**config.mk**
```make
export PLATFORM = sky130hd
export DESIGN_NAME = spi_bus_arbiter_flat
export DESIGN_NICKNAME = d
export VERILOG_FILES = /design/src/rtl/spi_bus_arbiter_if.sv /design/src/rtl/spi_bus_arbiter.sv /design/src/flat_wrapper.sv
export SDC_FILE = /design/constraint.sdc
export NUM_CORES = 1
export LEC_CHECK = 0
export BUFFER_PORTS_ARGS = -buffer_cell sky130_fd_sc_hd__buf_2
export CORE_MARGIN = 3
export CORE_UTILIZATION = 43
export DETAILED_ROUTE_END_ITERATION = 12
export PLACE_DENSITY = 0.75
export SETUP_SLACK_MARGIN = 0.1
export SLEW_MARGIN = 30
export SYNTH_ARGS = -nofsm -noshare
export SYNTH_HDL_FRONTEND = slang
export SYNTH_SLANG_ARGS = --single-unit
```
**constraint.sdc**
```tcl
create_clock -name clk -period 2.19 [get_ports clk]
set_clock_uncertainty 0.1 [all_clocks]
set_input_delay 0.5475 -clock clk [delete_from_list [all_inputs] [get_ports clk]]
set_output_delay 0.5475 -clock clk [all_outputs]
set_load 0.02 [all_outputs]
```
**src/rtl/spi_bus_arbiter_if.sv**
```systemverilog
// rtl/spi_bus_arbiter_if.sv - requester, status and SPI master signals of the SPI bus arbiter
interface spi_bus_arbiter_if;
    logic        req0;
    logic [15:0] cmd0;
    logic        req1;
    logic [15:0] cmd1;
    logic        done0;
    logic        done1;
    logic        err;
    logic        owner;
    logic [15:0] rd_data;
    logic        busy;
    logic        mstr_wrt;
    logic [15:0] mstr_cmd;
    logic        mstr_done;
    logic [15:0] mstr_rd;
    logic        mstr_ss_n;
    logic        ss0_n;
    logic        ss1_n;

    modport slave (
        input  req0, cmd0, req1, cmd1, mstr_done, mstr_rd, mstr_ss_n,
        output done0, done1, err, owner, rd_data, busy, mstr_wrt, mstr_cmd, ss0_n, ss1_n
    );

    modport master (
        output req0, cmd0, req1, cmd1, mstr_done, mstr_rd, mstr_ss_n,
        input  done0, done1, err, owner, rd_data, busy, mstr_wrt, mstr_cmd, ss0_n, ss1_n
    );
endinterface

```
**src/rtl/spi_bus_arbiter.sv**
```systemverilog
// rtl/spi_bus_arbiter.sv - round-robin arbiter sharing one 16-bit SPI master between two requesters
module spi_bus_arbiter #(
    parameter int GAP_CYC = 2,
    parameter int TMO_CYC = 4096
) (
    input logic             clk,
    input logic             rst,
    spi_bus_arbiter_if.slave bus
);
    localparam int CW = $clog2(TMO_CYC);
    localparam logic [CW-1:0] TMO_LAST = CW'(TMO_CYC - 1);
    localparam logic [CW-1:0] GAP_LAST = CW'(GAP_CYC - 1);
    localparam logic [CW-1:0] CNT_MAX  = {CW{1'b1}};

    typedef enum logic [1:0] {IDLE, LAUNCH, BUSY, GAP} state_t;

    state_t        state, state_d;
    logic [CW-1:0] cnt, cnt_d;
    logic          owner_q, owner_d;
    logic          rr, rr_d;
    logic [15:0]   cmd_q, cmd_d;
    logic [15:0]   rd_q, rd_d;
    logic          done0_q, done0_d;
    logic          done1_q, done1_d;
    logic          err_c;
    logic          win;

    always_ff @(posedge clk or posedge rst) begin
        if (rst) begin
            state   <= IDLE;
            cnt     <= '0;
            owner_q <= 1'b0;
            rr      <= 1'b0;
            cmd_q   <= '0;
            rd_q    <= '0;
            done0_q <= 1'b0;
            done1_q <= 1'b0;
        end else begin
            state   <= state_d;
            cnt     <= cnt_d;
            owner_q <= owner_d;
            rr      <= rr_d;
            cmd_q   <= cmd_d;
            rd_q    <= rd_d;
            done0_q <= done0_d;
            done1_q <= done1_d;
        end
    end

    // One shared counter: timeout while BUSY, gap length while in GAP.
    always_comb begin
        state_d = state;
        cnt_d   = (cnt == CNT_MAX) ? cnt : cnt + CW'(1);
        owner_d = owner_q;
        rr_d    = rr;
        cmd_d   = cmd_q;
        rd_d    = rd_q;
        done0_d = 1'b0;
        done1_d = 1'b0;
        err_c   = 1'b0;
        win     = 1'b0;
        case (state)
            IDLE: begin
                if (bus.req0 | bus.req1) begin
                    win     = (bus.req0 & bus.req1) ? rr : bus.req1;
                    owner_d = win;
                    cmd_d   = win ? bus.cmd1 : bus.cmd0;
                    rr_d    = ~win;
                    state_d = LAUNCH;
                end
            end
            LAUNCH: begin
                cnt_d   = '0;
                state_d = BUSY;
            end
            BUSY: begin
                // A completion on the terminal count still wins over the timeout.
                if (bus.mstr_done) begin
                    rd_d    = bus.mstr_rd;
                    done0_d = ~owner_q;
                    done1_d = owner_q;
                    cnt_d   = '0;
                    state_d = GAP;
                end else if (cnt == TMO_LAST) begin
                    err_c   = 1'b1;
                    cnt_d   = '0;
                    state_d = GAP;
                end
            end
            GAP: begin
                if (cnt == GAP_LAST) begin
                    state_d = IDLE;
                end
            end
            default: state_d = IDLE;
        endcase
    end

    assign bus.mstr_wrt = (state == LAUNCH);
    assign bus.busy     = (state != IDLE);
    assign bus.err      = err_c;
    assign bus.owner    = owner_q;
    assign bus.mstr_cmd = cmd_q;
    assign bus.rd_data  = rd_q;
    assign bus.done0    = done0_q;
    assign bus.done1    = done1_q;
    assign bus.ss0_n    = owner_q ? 1'b1 : bus.mstr_ss_n;
    assign bus.ss1_n    = owner_q ? bus.mstr_ss_n : 1'b1;
endmodule

```
**src/flat_wrapper.sv**
```systemverilog
// flat-port wrapper written by rule: the top's interface ports become plain ports
module spi_bus_arbiter_flat 
#(
    parameter int GAP_CYC = 2,
    parameter int TMO_CYC = 4096
)
  (clk, rst, bus_req0, bus_cmd0, bus_req1, bus_cmd1, bus_mstr_done, bus_mstr_rd, bus_mstr_ss_n, bus_done0, bus_done1, bus_err, bus_owner, bus_rd_data, bus_busy, bus_mstr_wrt, bus_mstr_cmd, bus_ss0_n, bus_ss1_n);
  spi_bus_arbiter_if bus_i ();
  input logic clk;
  input logic rst;
  input wire logic [$bits(bus_i.req0)-1:0] bus_req0;
  input wire logic [$bits(bus_i.cmd0)-1:0] bus_cmd0;
  input wire logic [$bits(bus_i.req1)-1:0] bus_req1;
  input wire logic [$bits(bus_i.cmd1)-1:0] bus_cmd1;
  input wire logic [$bits(bus_i.mstr_done)-1:0] bus_mstr_done;
  input wire logic [$bits(bus_i.mstr_rd)-1:0] bus_mstr_rd;
  input wire logic [$bits(bus_i.mstr_ss_n)-1:0] bus_mstr_ss_n;
  output wire logic [$bits(bus_i.done0)-1:0] bus_done0;
  output wire logic [$bits(bus_i.done1)-1:0] bus_done1;
  output wire logic [$bits(bus_i.err)-1:0] bus_err;
  output wire logic [$bits(bus_i.owner)-1:0] bus_owner;
  output wire logic [$bits(bus_i.rd_data)-1:0] bus_rd_data;
  output wire logic [$bits(bus_i.busy)-1:0] bus_busy;
  output wire logic [$bits(bus_i.mstr_wrt)-1:0] bus_mstr_wrt;
  output wire logic [$bits(bus_i.mstr_cmd)-1:0] bus_mstr_cmd;
  output wire logic [$bits(bus_i.ss0_n)-1:0] bus_ss0_n;
  output wire logic [$bits(bus_i.ss1_n)-1:0] bus_ss1_n;
  assign bus_i.req0 = bus_req0;
  assign bus_i.cmd0 = bus_cmd0;
  assign bus_i.req1 = bus_req1;
  assign bus_i.cmd1 = bus_cmd1;
  assign bus_i.mstr_done = bus_mstr_done;
  assign bus_i.mstr_rd = bus_mstr_rd;
  assign bus_i.mstr_ss_n = bus_mstr_ss_n;
  assign bus_done0 = bus_i.done0;
  assign bus_done1 = bus_i.done1;
  assign bus_err = bus_i.err;
  assign bus_owner = bus_i.owner;
  assign bus_rd_data = bus_i.rd_data;
  assign bus_busy = bus_i.busy;
  assign bus_mstr_wrt = bus_i.mstr_wrt;
  assign bus_mstr_cmd = bus_i.mstr_cmd;
  assign bus_ss0_n = bus_i.ss0_n;
  assign bus_ss1_n = bus_i.ss1_n;
  spi_bus_arbiter #(.GAP_CYC(GAP_CYC), .TMO_CYC(TMO_CYC)) u_core (.clk(clk), .rst(rst), .bus(bus_i));
endmodule
```
# --- After elaboration in Yosys (flattened, before gate mapping) ---
# Index checks and enable logic that the tools add are counted.
totals:
  latchBits: 0
  ram_bits: 0
  mem_count: 0
  mem_bits_ro: 0
  ff_bits: 50
classes:
  muxes: 20
  bitwise: 4
  n_eq_ne: 8
  n_lt_le_gt_ge: 0
  reduce_logical: 5
  div_mod_pow: 0
  n_addsub: 1
  shifts: 0
  mul: 0
ops:
  columns: ["operator", "count"]
  rows:
  - ["12-bit two-way mux", 3]
  - ["12-bit one-hot mux with 2 select lines", 1]
  - ["16-bit two-way mux", 1]
  - ["12-bit by 1-bit adder with 12-bit output (second input constant)", 1]
  - ["12-bit by 1-bit == test with 1-bit output (second input constant)", 1]
  - ["12-bit == test (second input constant)", 1]
  - ["1-bit two-way mux", 10]
  - ["2-bit two-way mux", 4]
  - ["2-bit one-hot mux with 4 select lines", 1]
  - ["2-bit == test (second input constant)", 2]
  - ["2-bit by 1-bit != test with 1-bit output (second input constant)", 2]
  - ["2-bit AND reduction", 2]
  - ["3-bit by 2-bit != test with 1-bit output (second input constant)", 1]
  - ["3-bit AND reduction", 1]
  - ["2-bit by 1-bit == test with 1-bit output (second input constant)", 1]
  - ["2-bit logical NOT", 1]
  - ["1-bit inverter", 2]
  - ["2-bit nonzero test", 1]
  - ["1-bit bitwise AND", 1]
  - ["1-bit bitwise OR", 1]

# --- Longest topological paths before layout ---
logic_depth:
  depth_word: 5
  ltp_mapped: 7
  depth_no_buf: 6

# --- Worst setup path after synthesis ---
# OpenSTA, ideal clock, no wires.
synth_path:
  kind: "register -> output"
  from: "register u_core.cnt[0]"
  to: "output bus_err"
  path_stages_with_launch: 6
  path_slack_ns: -0.027
  arrival_time_ns: 1.569
  cell_sequence: "dfrtp_1 -> ha_1 -> nand3_1 -> or3_1 -> buf_6 -> nor2_1"
synth_via:
  elab_chain_len: 4
synth_rtl:
  columns: ["element", "line_no", "text"]
  rows:
  - ["start, declared", "spi_bus_arbiter.sv:18", "logic [CW-1:0] cnt, cnt_d;"]
  - ["start signal, assigned", "spi_bus_arbiter.sv:40", "cnt <= cnt_d;"]
  - ["12-bit == test", "spi_bus_arbiter.sv:84", "end else if (cnt == TMO_LAST) begin"]
  - ["1-bit two-way mux", "spi_bus_arbiter.sv:84", null]
  - ["1-bit two-way mux", "spi_bus_arbiter.sv:78", "if (bus.mstr_done) begin"]
  - ["1-bit two-way mux", "spi_bus_arbiter.sv:62", "case (state)"]
  - ["end, declared", "flat_wrapper.sv:20", "output wire logic [$bits(bus_i.err)-1:0] bus_err;"]
# No other way between the ends.

# --- Worst setup path in the final report ---
# Same ends and word-level chain as after synthesis.

==> qor.json <==
{
  "outcome": {"value": "complete, no violations"},
  "critPathLaunch": {"value": "u_core.cnt[0]"},
  "hold_path.class": {"value": "primary input to async pin"},
  "reg2reg_setup_slack": {"value": 0.17, "unit": "ns"},
  "static-leakage-power": {"value": 0.00162, "unit": "µW"},
  "first_global_vias": {"value": 1797},
  "power.net_switching": {"value": 1630, "unit": "µW"},
  "timing.final.ws_setup": {"value": 0.00995, "unit": "ns"},
  "met3_length": {"value": 491, "unit": "µm"},
  "r2r_cells": {"value": 6},
  "synthesis_stage_register_bit_count": {"value": 50},
  "power.ir.vdd_worst": {"value": 613, "unit": "µV"},
  "reg2reg_from": {"value": "u_core.cnt[0]"},
  "drc": {"value": 0},
  "die_h": {"value": 79.9, "unit": "µm"},
  "period_share": {"value": 0.995},
  "place.gp.congestion": {"value": 0.852},
  "detail-route-antenna-nets": {"value": 0},
  "critical_path.endpoint_type": {"value": "output port"},
  "max-clock-path-buffers": {"value": 2},
  "area_taken_by_flip_flops_and_latches": {"value": 1250, "unit": "µm²"},
  "synth_sequential_area_ratio": {"value": 0.533},
  "pre_cts_worst_setup_slack": {"value": 0.127, "unit": "ns"},
  "wl_met1": {"value": 2.18, "unit": "mm"},
  "die_width": {"value": 79.9, "unit": "µm"},
  "critical_path_arrival": {"value": 1.53, "unit": "ns"},
  "synth_common_cells": {"value": "sky130_fd_sc_hd__dfrtp_1 (50), sky130_fd_sc_hd__nand2_1 (21), sky130_fd_sc_hd__o21ai_0 (21)"},
  "final_nets": {"value": 379},
  "total_number_of_yosys_warnings": {"value": 0},
  "clock_sinks": {"value": 50},
  "drt_wl_total": {"value": 5.06, "unit": "mm"},
  "detailed_place.area": {"value": 3000, "unit": "µm²"},
  "clock_power_share": {"value": 0.185},
  "synth_edf_count": {"value": 0},
  "clk_latency": {"value": 0.31, "unit": "ns"},
  "insertedDiodeCount": {"value": 0},
  "firstDrtPassIters": {"value": 4},
  "worst_setup_path_endpoint": {"value": "bus_err"},
  "dr_total_vias": {"value": 1946},
  "vias_per_cell": {"value": 5.00},
  "post_route_cells_drive_above_1_share": {"value": 0.473},
  "met2_length": {"value": 2.29, "unit": "mm"},
  "final_hold_vio_count": {"value": 0},
  "finalSetupViolCount": {"value": 0},
  "synth_nets": {"value": 271},
  "route.top_layer_used": {"value": "met4"},
  "dp.final_hpwl": {"value": 3.80, "unit": "mm"},
  "multi_input_comb_area": {"value": 1070, "unit": "µm²"},
  "cts-hold-fix-buffers": {"value": 0},
  "internal_power": {"value": 2610, "unit": "µW"},
  "cts_tree": {"value": "built"},
  "fmax": {"value": 0.459, "unit": "GHz"},
  "worst-endpoint-required": {"value": 1.54, "unit": "ns"},
  "synth-async-reset-ratio": {"value": 1.00},
  "buffering_stage_count_on_the_worst_path_with_inverters_included": {"value": 1},
  "synth_area_per_cell": {"value": 11.2, "unit": "µm²"},
  "cp_cell_sequence": {"value": "ha_2 -> nand3_2 -> or3_4 -> nor2_4 -> buf_6"},
  "number_of_max_capacitance_violations_reported": {"value": 0},
  "wl_per_cell": {"value": 13.0, "unit": "µm"},
  "grt_pass1_wl": {"value": 8.11, "unit": "mm"},
  "synth.top_cell.area_share": {"value": 0.533},
  "crit_path_max_fanout": {"value": 2},
  "mappedNetlistArea": {"value": 2350, "unit": "µm²"},
  "share_comb_of_total_power": {"value": 0.462},
  "grt_max_degree": {"value": 51},
  "slew_violations": {"value": 0},
  "fin_total_pwr": {"value": 4240, "unit": "µW"},
  "overall_global_routing_usage": {"value": 0.165},
  "cts-root-buf": {"value": "sky130_fd_sc_hd__clkbuf_8"},
  "die_area": {"value": 6380, "unit": "µm²"},
  "worstSetupPathType": {"value": "register to output port"},
  "io_pins": {"value": 94},
  "crit_slowest_cell": {"value": "sky130_fd_sc_hd__or3_4"},
  "synth.lib_cells_used.distinct": {"value": 38},
  "final_period_demand_of_the_worst_path": {"value": 2.18, "unit": "ns"},
  "relSlewSlack": {"value": 0.740},
  "globalRoute.totalOverflow": {"value": 0},
  "initial_antenna_violation_count": {"value": 0},
  "cts-htree-levels": {"value": 2},
  "maximum_single_stage_delay_on_the_critical_path": {"value": 0.40, "unit": "ns"},
  "cts_inserted_buffers": {"value": 5},
  "critical-path-top-delay-family": {"value": "simple AND/OR/NAND/NOR gates"},
  "switching_share_of_total_power": {"value": 0.385},
  "fin_area": {"value": 3190, "unit": "µm²"},
  "detail_route.iter0.violations": {"value": 124},
  "seq_power_share": {"value": 0.353},
  "clk_pin_slew_worst_paths": {"value": 0.09, "unit": "ns"},
  "post-synth-top-area-cell": {"value": "sky130_fd_sc_hd__dfrtp_1"},
  "final.fill_count": {"value": 444},
  "row_count": {"value": 26},
  "worst-path-stages": {"value": 5},
  "rsz0062_at_grt": {"value": "true"},
  "initial_util": {"value": 0.451},
  "core-area": {"value": 5200, "unit": "µm²"},
  "postSynthCellCount": {"value": 210},
  "worst_r2r_endpoint": {"value": "u_core.state[1]"},
  "finalHoldWorstSlack": {"value": 0.166, "unit": "ns"},
  "io_buffers": {"value": 93},
  "flow.area_growth_from_synthesis": {"value": 36.0, "unit": "%"},
  "worst_pin_slew": {"value": 0.385, "unit": "ns"},
  "synth_flop_cell": {"value": "sky130_fd_sc_hd__dfrtp_1"},
  "timing.critical_path.from_type": {"value": "register"},
  "power_density": {"value": 1330, "unit": "nW/µm²"},
  "synth.most_common_cell": {"value": "sky130_fd_sc_hd__dfrtp_1"},
  "netlist_top_cells_area": {"value": "sky130_fd_sc_hd__dfrtp_1 (53%), sky130_fd_sc_hd__mux2_2 (7.7%), sky130_fd_sc_hd__mux2i_1 (6.8%)"}
}
[stage by stage]
stage	util	cells	TNS [ns]
after CTS	0.610	388	-0.0149
after floorplan	-	210	0
after global routing	0.614	389	-0.0821
after global placement	0.576	377	0
final	0.614	389	0
after detailed placement	0.576	377	0
[cell usage in the layout (no fill, tap or decap), drive strengths merged, types with 2 or more instances in the layout]
cell	count
a211oi	2
a21oi	6
and3	4
and4	2
buf	109
bufinv	2
clkbuf	6
dfrtp	50
ha	7
inv	7
mux2	17
mux2i	16
nand2	21
nand2b	2
nand3	6
nand4	3
nor2	11
nor2b	2
nor3	6
o21ai	22
o311ai	2
o31ai	2
xnor2	3
xor2	2
[metal layers]
layer	vias to the layer above	global-route usage
li1	960	-
met1	890	0.209
met2	87	0.254
met3	9	0.0643
met4	0	0.0642
met5	-	0
[power by group through the flow]
stage / logic, µW / clock network [µW] / registers [µW]
5_1_grt: 2140 / 850 / 1540
3_5_place_dp: 1940 / 0 / 1510
6_report: 1960 / 783 / 1500
2_1_floorplan: 853 / 0 / 1890
3_3_place_gp: 1890 / 0 / 1500
4_1_cts: 1960 / 799 / 1500
[tightest hold or removal path: cells and delay by family]
family / cells / cell delay (ns)
buffers and inverters: 3 / 0.42
[how the worst min path moves through the flow]
stage / depth (start not counted) / slack (ns) / to
after floorplan: 1 / 0.34 / u_core.rr
after global placement: 2 / 0.36 / u_core.bus.mstr_cmd[1]
after detailed placement: 2 / 0.37 / u_core.bus.mstr_cmd[0]
after CTS: 3 / 0.19 / u_core.bus.rd_data[3]
after global routing: 3 / 0.18 / u_core.cnt[10]
final: 3 / 0.17 / u_core.cnt[8]
[kinds of logic (layout without fill, tap and decap cells)]
group                      count (synthesis)  count (layout)  share of synthesized area
AOI/OAI and AO/OA                         39              39                     0.0986
xor gates and xnor gates                   5               5                     0.0187
adders and majority gates                  7               7                     0.0373
buffers and inverters                     15             124                     0.0288
DFF                                       50              50                      0.533
muxes                                     33              33                      0.151
and+or+nand+nor                           61              61                      0.133
[registers in the layout, indices dropped and copies added, names as in the netlist]
register / flops
u_core.rr: 1
u_core.bus.done1: 1
u_core.state: 2
u_core.cnt: 12
u_core.bus.mstr_cmd: 16
u_core.bus.owner: 1
u_core.bus.done0: 1
u_core.bus.rd_data: 16
[area by class of cell]
type	count	area share
flip-flops and latches	50	0.393
multi-input cells	145	0.334
repair buffers	109	0.193
well taps	70	0.0274
clock buffers	6	0.0259
clock inverters	2	0.0188
inverters	7	0.00823
[repair_timing]
| item | in CTS | in global routing |
|---|---|---|
| setup endpoints to repair | 1 | 3 |
| setup buffers | 3 | 1 |
| gates resized for setup | 5 | 3 |
| pin swaps | 3 | 1 |
Note: power is estimated with default switching activity, not from simulation.
